==> config.mk <==
export PLATFORM = sky130hd
export DESIGN_NAME = matrix_loader
export DESIGN_NICKNAME = d
export VERILOG_FILES = /design/src/rtl/matrix_loader.sv
export SDC_FILE = /design/constraint.sdc
export NUM_CORES = 1
export LEC_CHECK = 0
export ABC_AREA = 1
export BUFFER_PORTS_ARGS = -buffer_cell sky130_fd_sc_hd__buf_2
export CAP_MARGIN = 10
export CORE_AREA = 2 2 417 419
export CTS_CLUSTER_SIZE = 12
export DETAILED_ROUTE_END_ITERATION = 16
export DIE_AREA = 0 0 419 421
export PLACE_DENSITY = 0.41
export SLEW_MARGIN = 15
export SYNTH_ARGS = -nofsm -noshare
export SYNTH_HDL_FRONTEND = slang
export SYNTH_SLANG_ARGS = --single-unit
export TNS_END_PERCENT = 50
==> constraint.sdc <==
create_clock -name clk -period 4 [get_ports clk]
set_clock_uncertainty 0.2 [all_clocks]
set_input_delay 0.2 -clock clk [delete_from_list [all_inputs] [get_ports clk]]
set_output_delay 0.2 -clock clk [all_outputs]
set_load 0.02 [all_outputs]
==> src/rtl/matrix_loader.sv <==
// Collects two N x N operand matrices (A, then B) from a word stream, row-major,
// and holds them stable for a downstream multiplier until it acknowledges.
//
// state  | meaning
// LOAD_A | accepting words into operand A, slot = load_count
// LOAD_B | accepting words into operand B, slot = load_count
// HOLD   | both operands complete; input stalled until mat_ack
module matrix_loader #(
  parameter int N = 4,
  parameter int W = 32
) (
  input  logic                         clk,
  input  logic                         rst,
  input  logic                         in_valid,
  output logic                         in_ready,
  input  logic [W-1:0]                 in_data,
  output logic [W*N*N:0]               matrix_A,
  output logic [W*N*N:0]               matrix_B,
  output logic                         mat_valid,
  input  logic                         mat_ack,
  output logic [$clog2(N*N+1)-1:0]     load_count
);

  localparam int NN = N * N;
  localparam int CW = $clog2(NN + 1);
  localparam logic [CW-1:0] LAST = CW'(NN - 1);

  typedef enum logic [1:0] {
    LOAD_A = 2'd0,
    LOAD_B = 2'd1,
    HOLD   = 2'd2
  } state_t;

  state_t       state;
  logic [W-1:0] mem_a [NN];
  logic [W-1:0] mem_b [NN];
  logic         transfer;

  assign in_ready = (state == LOAD_A || state == LOAD_B) && !rst;
  assign transfer = in_valid && in_ready;

  always_ff @(posedge clk) begin
    if (rst) begin
      state      <= LOAD_A;
      load_count <= '0;
      mat_valid  <= 1'b0;
      for (int k = 0; k < NN; k++) begin
        mem_a[k] <= '0;
        mem_b[k] <= '0;
      end
    end else begin
      case (state)
        LOAD_A: begin
          if (transfer) begin
            for (int k = 0; k < NN; k++)
              if (load_count == CW'(k)) mem_a[k] <= in_data;
            if (load_count == LAST) begin
              state      <= LOAD_B;
              load_count <= '0;
            end else begin
              load_count <= load_count + 1'b1;
            end
          end
        end
        LOAD_B: begin
          if (transfer) begin
            for (int k = 0; k < NN; k++)
              if (load_count == CW'(k)) mem_b[k] <= in_data;
            if (load_count == LAST) begin
              state      <= HOLD;
              load_count <= '0;
              mat_valid  <= 1'b1;
            end else begin
              load_count <= load_count + 1'b1;
            end
          end
        end
        HOLD: begin
          // Buffers are left intact; the next load overwrites them slot by slot.
          if (mat_ack) begin
            state     <= LOAD_A;
            mat_valid <= 1'b0;
          end
        end
        default: begin
          state      <= LOAD_A;
          load_count <= '0;
          mat_valid  <= 1'b0;
        end
      endcase
    end
  end

  always_comb begin
    matrix_A = '0;
    matrix_B = '0;
    for (int k = 0; k < NN; k++) begin
      matrix_A[W*k +: W] = mem_a[k];
      matrix_B[W*k +: W] = mem_b[k];
    end
  end

endmodule

======== Word-level counts from Yosys, hierarchy flattened ========
Memory sizes are Yosys's and may differ from the RTL's.
Index checks and enable logic that the tools add are counted.
cells by class
  $add $sub $neg .......................... 1
  eq/ne operators ......................... 23
  mux-type cells .......................... 175
  bitwise operators ....................... 34
  reductions and logical operators ........ 10
operator list
  cell                 count
  $mux 32              32
  $mux 1               133
  $eq 5x4->1 const B   8
  $or 1x1->1           32
  $eq 5x3->1 const B   4
  $eq 5x2->1 const B   2
  $mux 2               5
  $mux 5               2
  $pmux 5 s2           1
  $ne 2x1->1 const B   3
  $ne 2x2->1 const B   3
  $pmux 2 s3           1
  $add 5x1->5 const B  1
  $eq 5x1->1 const B   1
  $logic_not 5->1      1
  $reduce_and 5->1     1
  $reduce_and 4->1     1
  $pmux 1 s3           1
  $eq 2x1->1 const B   1
  $eq 2x2->1 const B   1
  $logic_and 1x1->1    2
  $logic_not 2->1      1
  $not 1->1            2
  $reduce_and 2->1     1
  other kinds (3)      3
storage, ports and cells
  flip-flop bits (word level) ............. 8
  memory bits (writable) .................. 1024
  input port bits ......................... 36
  logic and storage cells ................. 248
  memories ................................ 2
memory list
  name   words  bits a word  read ports  clocked after memory_dff  wr ports  line  source
  mem_a  16     32           16          0                         16        35    logic [W-1:0] mem_a [NN];
  mem_b  16     32           16          0                         16        36    logic [W-1:0] mem_b [NN];

======== Logic depth before layout (Yosys ltp) ========
Gate-level depths: netlist of the first run.
  depth after elaboration ................. 9
  depth in mapped cells ................... 7

======== Worst setup path after synthesis of the first run ========
OpenSTA, ideal clock, no wires.
  path kind ............................... register to register
  start point ............................. register state[1]
  end point ............................... memory mem_a[12][0] (netlist: mem_a[1][128]), enable pin
  data arrival time ....................... 3.463 ns
  required time ........................... 3.334 ns
  setup slack ............................. -0.128 ns
  stages on the path, launching flop included .. 7
  path buffers ............................ 1
  clock period less this slack ............ 4.128 ns
  path through ............................ dfxtp_1 nor2_2 nand2_2 buf_6 nor2_1 nand2_1 o21ai_0
RTL lines
  element                 line  source
  start, declared         34    state_t state;
  start signal, assigned  44    state <= LOAD_A;
  start signal, assigned  58    state <= LOAD_B;
  start signal, assigned  70    state <= HOLD;
  end, declared           35

==> results of run 1 <==
## cell type report
type / count / share of cell area
Inverter: 79 / 0.00624
Sequential cell: 1032 / 0.650
Timing Repair Buffer: 1221 / 0.141
Multi-Input combinational cell: 793 / 0.0710
Clock buffer: 144 / 0.0624
Clock inverter: 58 / 0.00858
Tap cell: 2325 / 0.0612
## worst min-delay path: cells and delay by family
| family | cells | cell delay, ns |
|---|---|---|
| buf+inv | 3 | 0.53 |
| simple gates | 1 | 0.12 |
## synth_stat cells (3+ instances only)
| master | instances |
|---|---|
| nand2_2 | 9 |
| nor2_4 | 6 |
| o21ai_0 | 10 |
| nand3_1 | 23 |
| nor2_1 | 684 |
| ha_1 | 4 |
| nand2_1 | 44 |
| buf_2 | 62 |
| edfxtp_1 | 1024 |
| inv_1 | 69 |
| clkinv_1 | 10 |
| a21oi_1 | 7 |
| dfxtp_1 | 8 |
| clkbuf_1 | 32 |
| buf_4 | 3 |
| buf_1 | 7 |
## flip-flops by register name, indices dropped and copies added (netlist names)
name and cells:
mem_a 512, mem_b 512, load_count 5, state 2, mat_valid 1
## where the power goes
part	leakage [uW]	internal [uW]	switching, uW	total, uW
Clock	0.00164	5410	4420	9830
Sequential	0.0104	12500	146	12600
Combinational	0.00695	499	1800	2300
Total	0.0190	18400	6370	24700
## layer usage
layer  vias to the layer above  share of wire  wire [um]
li1                       9531              -          -
met1                     11300           0.38      59100
met2                       978           0.51      78400
met3                       203          0.071      10900
met4                         0          0.035       5410
met5                         -              0          0
## what timing repair did
| item | in CTS | in global routing |
|---|---|---|
| hold endpoints to repair | 387 | 0 |
| buffers inserted | 0 | 0 |
| hold buffers | 36 | 0 |
## kinds of logic after synthesis
family / count (synthesis) / share of synthesized area
DFF: 1032 / 0.887
and+or+nand+nor: 769 / 0.0859
buffers and inverters: 184 / 0.0226
AOI/OAI and AO/OA: 18 / 0.00262
adders and majority gates: 4 / 0.00144
other: 1 / 0.000108
## stage by stage
| step | util | setup slack (ns) |
|---|---|---|
| after floorplan | - | -0.128 |
| after global placement | 0.254 | 1.09 |
| after detailed placement | 0.254 | 1.07 |
| after CTS | 0.276 | 1.07 |
| after global routing | 0.276 | 0.910 |
| final | 0.276 | 0.963 |
## final timing paths
| path | end | cells after the start | from | slack [ns] |
|---|---|---|---|---|
| worst max-delay path | mem_a[1][160] | 6 | load_count[0] | 0.96 |
| worst min-delay path | mem_b[1][106] | 4 | in_data[10] | 0.13 |
| worst max register to register | mem_a[1][160] | 6 | load_count[0] | 0.96 |
| worst min register to register | mat_valid | 2 | mat_valid | 0.29 |
==> impl_metrics.toml, run 1 <==
[critical_path]
critPathTopFamily = "simple AND/OR/NAND/NOR gates"
crit_buf_inv = 2
setup.worst_path.end_class = "flop"
crit_path_top_delay_cell = "nor2_1"
critPathKind = "reg -> reg"
worst_setup_path_start_kind = "flop"
path_cells = "ha_1 > inv_1 > nor2_1 > nand2_1 > o21ai_4 > buf_4"
crit_fanout = 32
worstPathRequired_ns = 4.17
cp_slowest_stage_delay_ns = 0.57
cp_data_arrival_time_ns = 3.20

[clocking]
worst_skew_pair.late_latency_ns = 0.74
clock-sinks = 1032
cts_tree = "yes"
path_clk_slew_ns = 0.06
cts_inserted_buffers = 113
cts_buffer_depth = 3
root_buffer = "clkbuf_16"
ctsHtreeMaxLevel = 3
cts_resized = 0

[routing]
post_drt_via_cell_ratio = 3.90
drcViolationCount = 0
antenna_left = 0
first_iter_violations = 1736
drt-total-wl_um = 154000
vias = 22100
wl_per_cell_um = 27.2
drt_pass1_iterations = 5

[layout]
instances_no_fill = 5652
n_antenna_cell = 0
multi_input_area_um2 = 3380
final_nets = 3280
drive_gt1_frac = 0.418
final_common_cell = "buf_2"
fillers = 17700
final_area_um2 = 47600
seqCellArea_um2 = 30900
final_cell_mix = "1066 x buf_2, 1024 x edfxtp_1, 681 x nor2_1"
syn2layout_area_growth_pct = 36.5

[logic_synthesis]
synth_ff_type = "edfxtp_1"
avgSynthCellArea_um2 = 17.3
netlist_instances = 2008
yosys.area.top_type_share = 0.883
yosysWarnings = 0
synth_area_um2 = 34800
ys_types = 22
synth_area_leaders = "edfxtp_1 88%, nor2_1 7.4%, buf_2 0.89%"
yosysSeqAreaShare = 0.887
synth_edf_count = 1024
synth_top_area_cell = "edfxtp_1"
async_flop_share = 0
ys_seq_elements = 1032

[power_and_ir_drop]
ir_drop_mv = 0.327
power.leakage_uw = 0.0190
p_per_area_nw_per_um2 = 520
power_uw = 24700

[global_route]
grtUsageTotal = 0.169
grt_max_degree = 34
grt_pass1_vias = 21400
grt_antenna_before_repair = 5
grtUsageMet3 = 0.0426
grt-ovfl-total = 0
gr-usage-met1 = 0.197
met2_usage = 0.297
busiest_layer = "met2"
grt_pass1_wl_um = 201000

[run_status]
status = "finished, final reports clean"

[placed_design]
io_buffers = 1066
place_congestion = 0.814
place_hpwl_um = 109000
post_dp_cell_area_um2 = 43800
dp.cells = 5414

[floorplan]
coreArea_um2 = 172000
num_rows = 153
initial_core_util = 0.202
ios = 1069
dieHeight_um = 421
die_w_um = 419
die-area_um2 = 176000

[min_path]
hp-class = "in -> reg"

[timing]
max_freq_mhz = 329
hold_slack_ns = 0.132
fin_crit_ns = 3.04
slew_viol_final = 0
period_share = 0.759
finalSetupViolCount = 0
rsz0062_at_grt = "false"
setup_tns_ns = 0
hold_viol = 0
worst_pin_slew_ns = 1.07
max_slew_margin = 0.286

[run]
maxCapViolCount = 0
Power figures use the tool's default switching activity.
==> run 2: changes to the inputs <==
Settings changed: ABC_AREA 1 to 0, CORE_AREA 2 2 417 419 to 2 2 419 421, DIE_AREA 0 0 419 421 to 0 0 421 423.
Clock period 4 ns to 2.7 ns, I/O delays scaled along.
==> impl_metrics.toml, run 2 <==
[run_status]
status = "finished, final reports clean"

[power_and_ir_drop]
p_per_area_nw_per_um2 = 759
ir_drop_mv = 0.524
power_uw = 37200
power.leakage_uw = 0.0193

[logic_synthesis]
synth_ff_type = "edfxtp_1"
netlist_instances = 2060
yosysSeqAreaShare = 0.877
async_flop_share = 0
synth_area_leaders = "edfxtp_1 87%, nor2_1 6.9%, nand2_1 1.9%"
synth_area_um2 = 35200
synth.most_common_cell = "edfxtp_1"
synth_top_area_cell = "edfxtp_1"
ys_types = 35
synth_edf_count = 1024
yosys.area.top_type_share = 0.873
avgSynthCellArea_um2 = 17.1
yosysWarnings = 0
synthTopCellsByCount = "1024 x edfxtp_1, 643 x nor2_1, 176 x nand2_1"
ys_seq_elements = 1032

[placed_design]
place_hpwl_um = 120000
dp.cells = 5542
place_congestion = 0.788
io_buffers = 1066

[timing]
period_share = 0.923
fin_crit_ns = 2.49
worst_pin_slew_ns = 0.793
max_freq_mhz = 401
finalSetupViolCount = 0
rsz0062_at_grt = "false"
hold_viol = 0
max_slew_margin = 0.470
slew_viol_final = 0

[floorplan]
die_w_um = 421
dieHeight_um = 423
num_rows = 153
ios = 1069
coreArea_um2 = 173000
die-area_um2 = 178000
initial_core_util = 0.203

[routing]
drt_pass1_iterations = 5
vias = 23300
drt-total-wl_um = 170000
first_iter_violations = 2178
drcViolationCount = 0
post_drt_via_cell_ratio = 4.02
wl_per_cell_um = 29.3
antenna_left = 0

[global_route]
grt_pass1_vias = 22700
grtUsageMet3 = 0.0438
grtUsageTotal = 0.184
gr-usage-met1 = 0.214
grt_antenna_before_repair = 26
grt_pass1_wl_um = 218000
busiest_layer = "met2"
grt-ovfl-total = 0
grt_max_degree = 51
met2_usage = 0.322

[min_path]
hp-class = "in -> reg"

[layout]
final_common_cell = "buf_2"
syn2layout_area_growth_pct = 39.3
instances_no_fill = 5792
reg_top3 = "mem_a: 512 flops, mem_b: 512 flops, load_count: 5 flops"
final_cell_mix = "1066 x buf_2, 1024 x edfxtp_1, 642 x nor2_1"
drive_gt1_frac = 0.423
final_nets = 3410

[critical_path]
worst_setup_path_start_kind = "flop"
crit_fanout = 6
setup.worst_path.end_class = "flop"
cp_data_arrival_time_ns = 2.75
worstPathRequired_ns = 2.96
critPathKind = "reg -> reg"

[clocking]
path_clk_slew_ns = 0.06
clock-sinks = 1032
worst_skew_pair.late_latency_ns = 0.77
cts_tree = "yes"
cts_buffer_depth = 3
cts_inserted_buffers = 114
ctsHtreeMaxLevel = 3
root_buffer = "clkbuf_16"

[run]
maxCapViolCount = 0
[run 2: changes by cell type in the layout (fill, tap and decap cells not counted), sizes merged, moves of 4 or more]
cell / before / now
nand2: 53 / 176
buf: 1185 / 1253
nor2: 691 / 643
inv: 74 / 36
a21o: 0 / 22
diode: 0 / 9
o21ai: 10 / 2
nand3: 23 / 17
and2: 0 / 4
nor4b: 0 / 4
[run 2: cells by family (layout without fill, tap and decap cells)]
group,Yosys count,after routing,share of synthesized area
buffers and inverters,132,1529,0.0182
AOI/OAI and AO/OA,31,31,0.00611
adders and majority gates,4,4,0.00142
other,1,11,0.000106
and+or+nand+nor,858,858,0.0962
muxes,2,2,0.000568
DFF,1032,1032,0.877
[run 2: path summary, 6_finish.rpt]
path,from,to,slack (ns),cells after the start
max,load_count[1],mem_a[1][220],0.21,4
max reg2reg,load_count[1],mem_a[1][220],0.21,4
min reg2reg,load_count[3],load_count[4],0.36,2
min,in_data[29],mem_b[1][253],0.12,4
[run 2: critical path: stages, from the launching register on]
cell,delay [ns]
dfxtp_1,0.45
ha_1,0.21
nor4b_2,0.65
a21o_2,0.49
buf_4,0.20
[run 2: final cells by class]
cell class,count,area (um2)
well taps,2325,2910
flip-flops and latches,1032,30900
clock buffers,141,2980
inverters,35,131
fillers,17800,124000
clock inverters,63,482
diodes,9,22.5
multi-input cells,897,3820
repair buffers,1290,7810
[run 2: metal layers]
metal  vias to the layer above  routed length, um
met5                         -                  0
met1                     12000              63000
li1                       9968                  -
met3                       235              12300
met2                      1106              87000
met4                         0               7470
[run 2: metrics by stage]
step	instance area (um2)	util	TNS (ns)	worst slack (ns)	hold slack, ns
final	49100	0.283	0	0.209	0.121
after floorplan	35200	-	-0.399	-0.0125	0.107
after global routing	49000	0.283	0	0.0640	0.0692
after global placement	45200	0.261	0	0.201	0.218
after detailed placement	45200	0.261	0	0.158	0.226
after CTS	49000	0.283	0	0.104	0.00853
[run 2: report_power, final]
group | internal (uW) | switching (uW) | total [uW]
registers | 18500 | 264 | 18700
clock network | 8100 | 6730 | 14800
logic | 894 | 2770 | 3670
total | 27500 | 9770 | 37200
[run 2: repair_timing]
action / in CTS / in global routing
hold buffers: 37 / 0
endpoints found under the setup margin: 1 / 0
setup buffers: 0 / 0
resized for setup: 1 / 0
hold endpoints to repair: 818 / 0
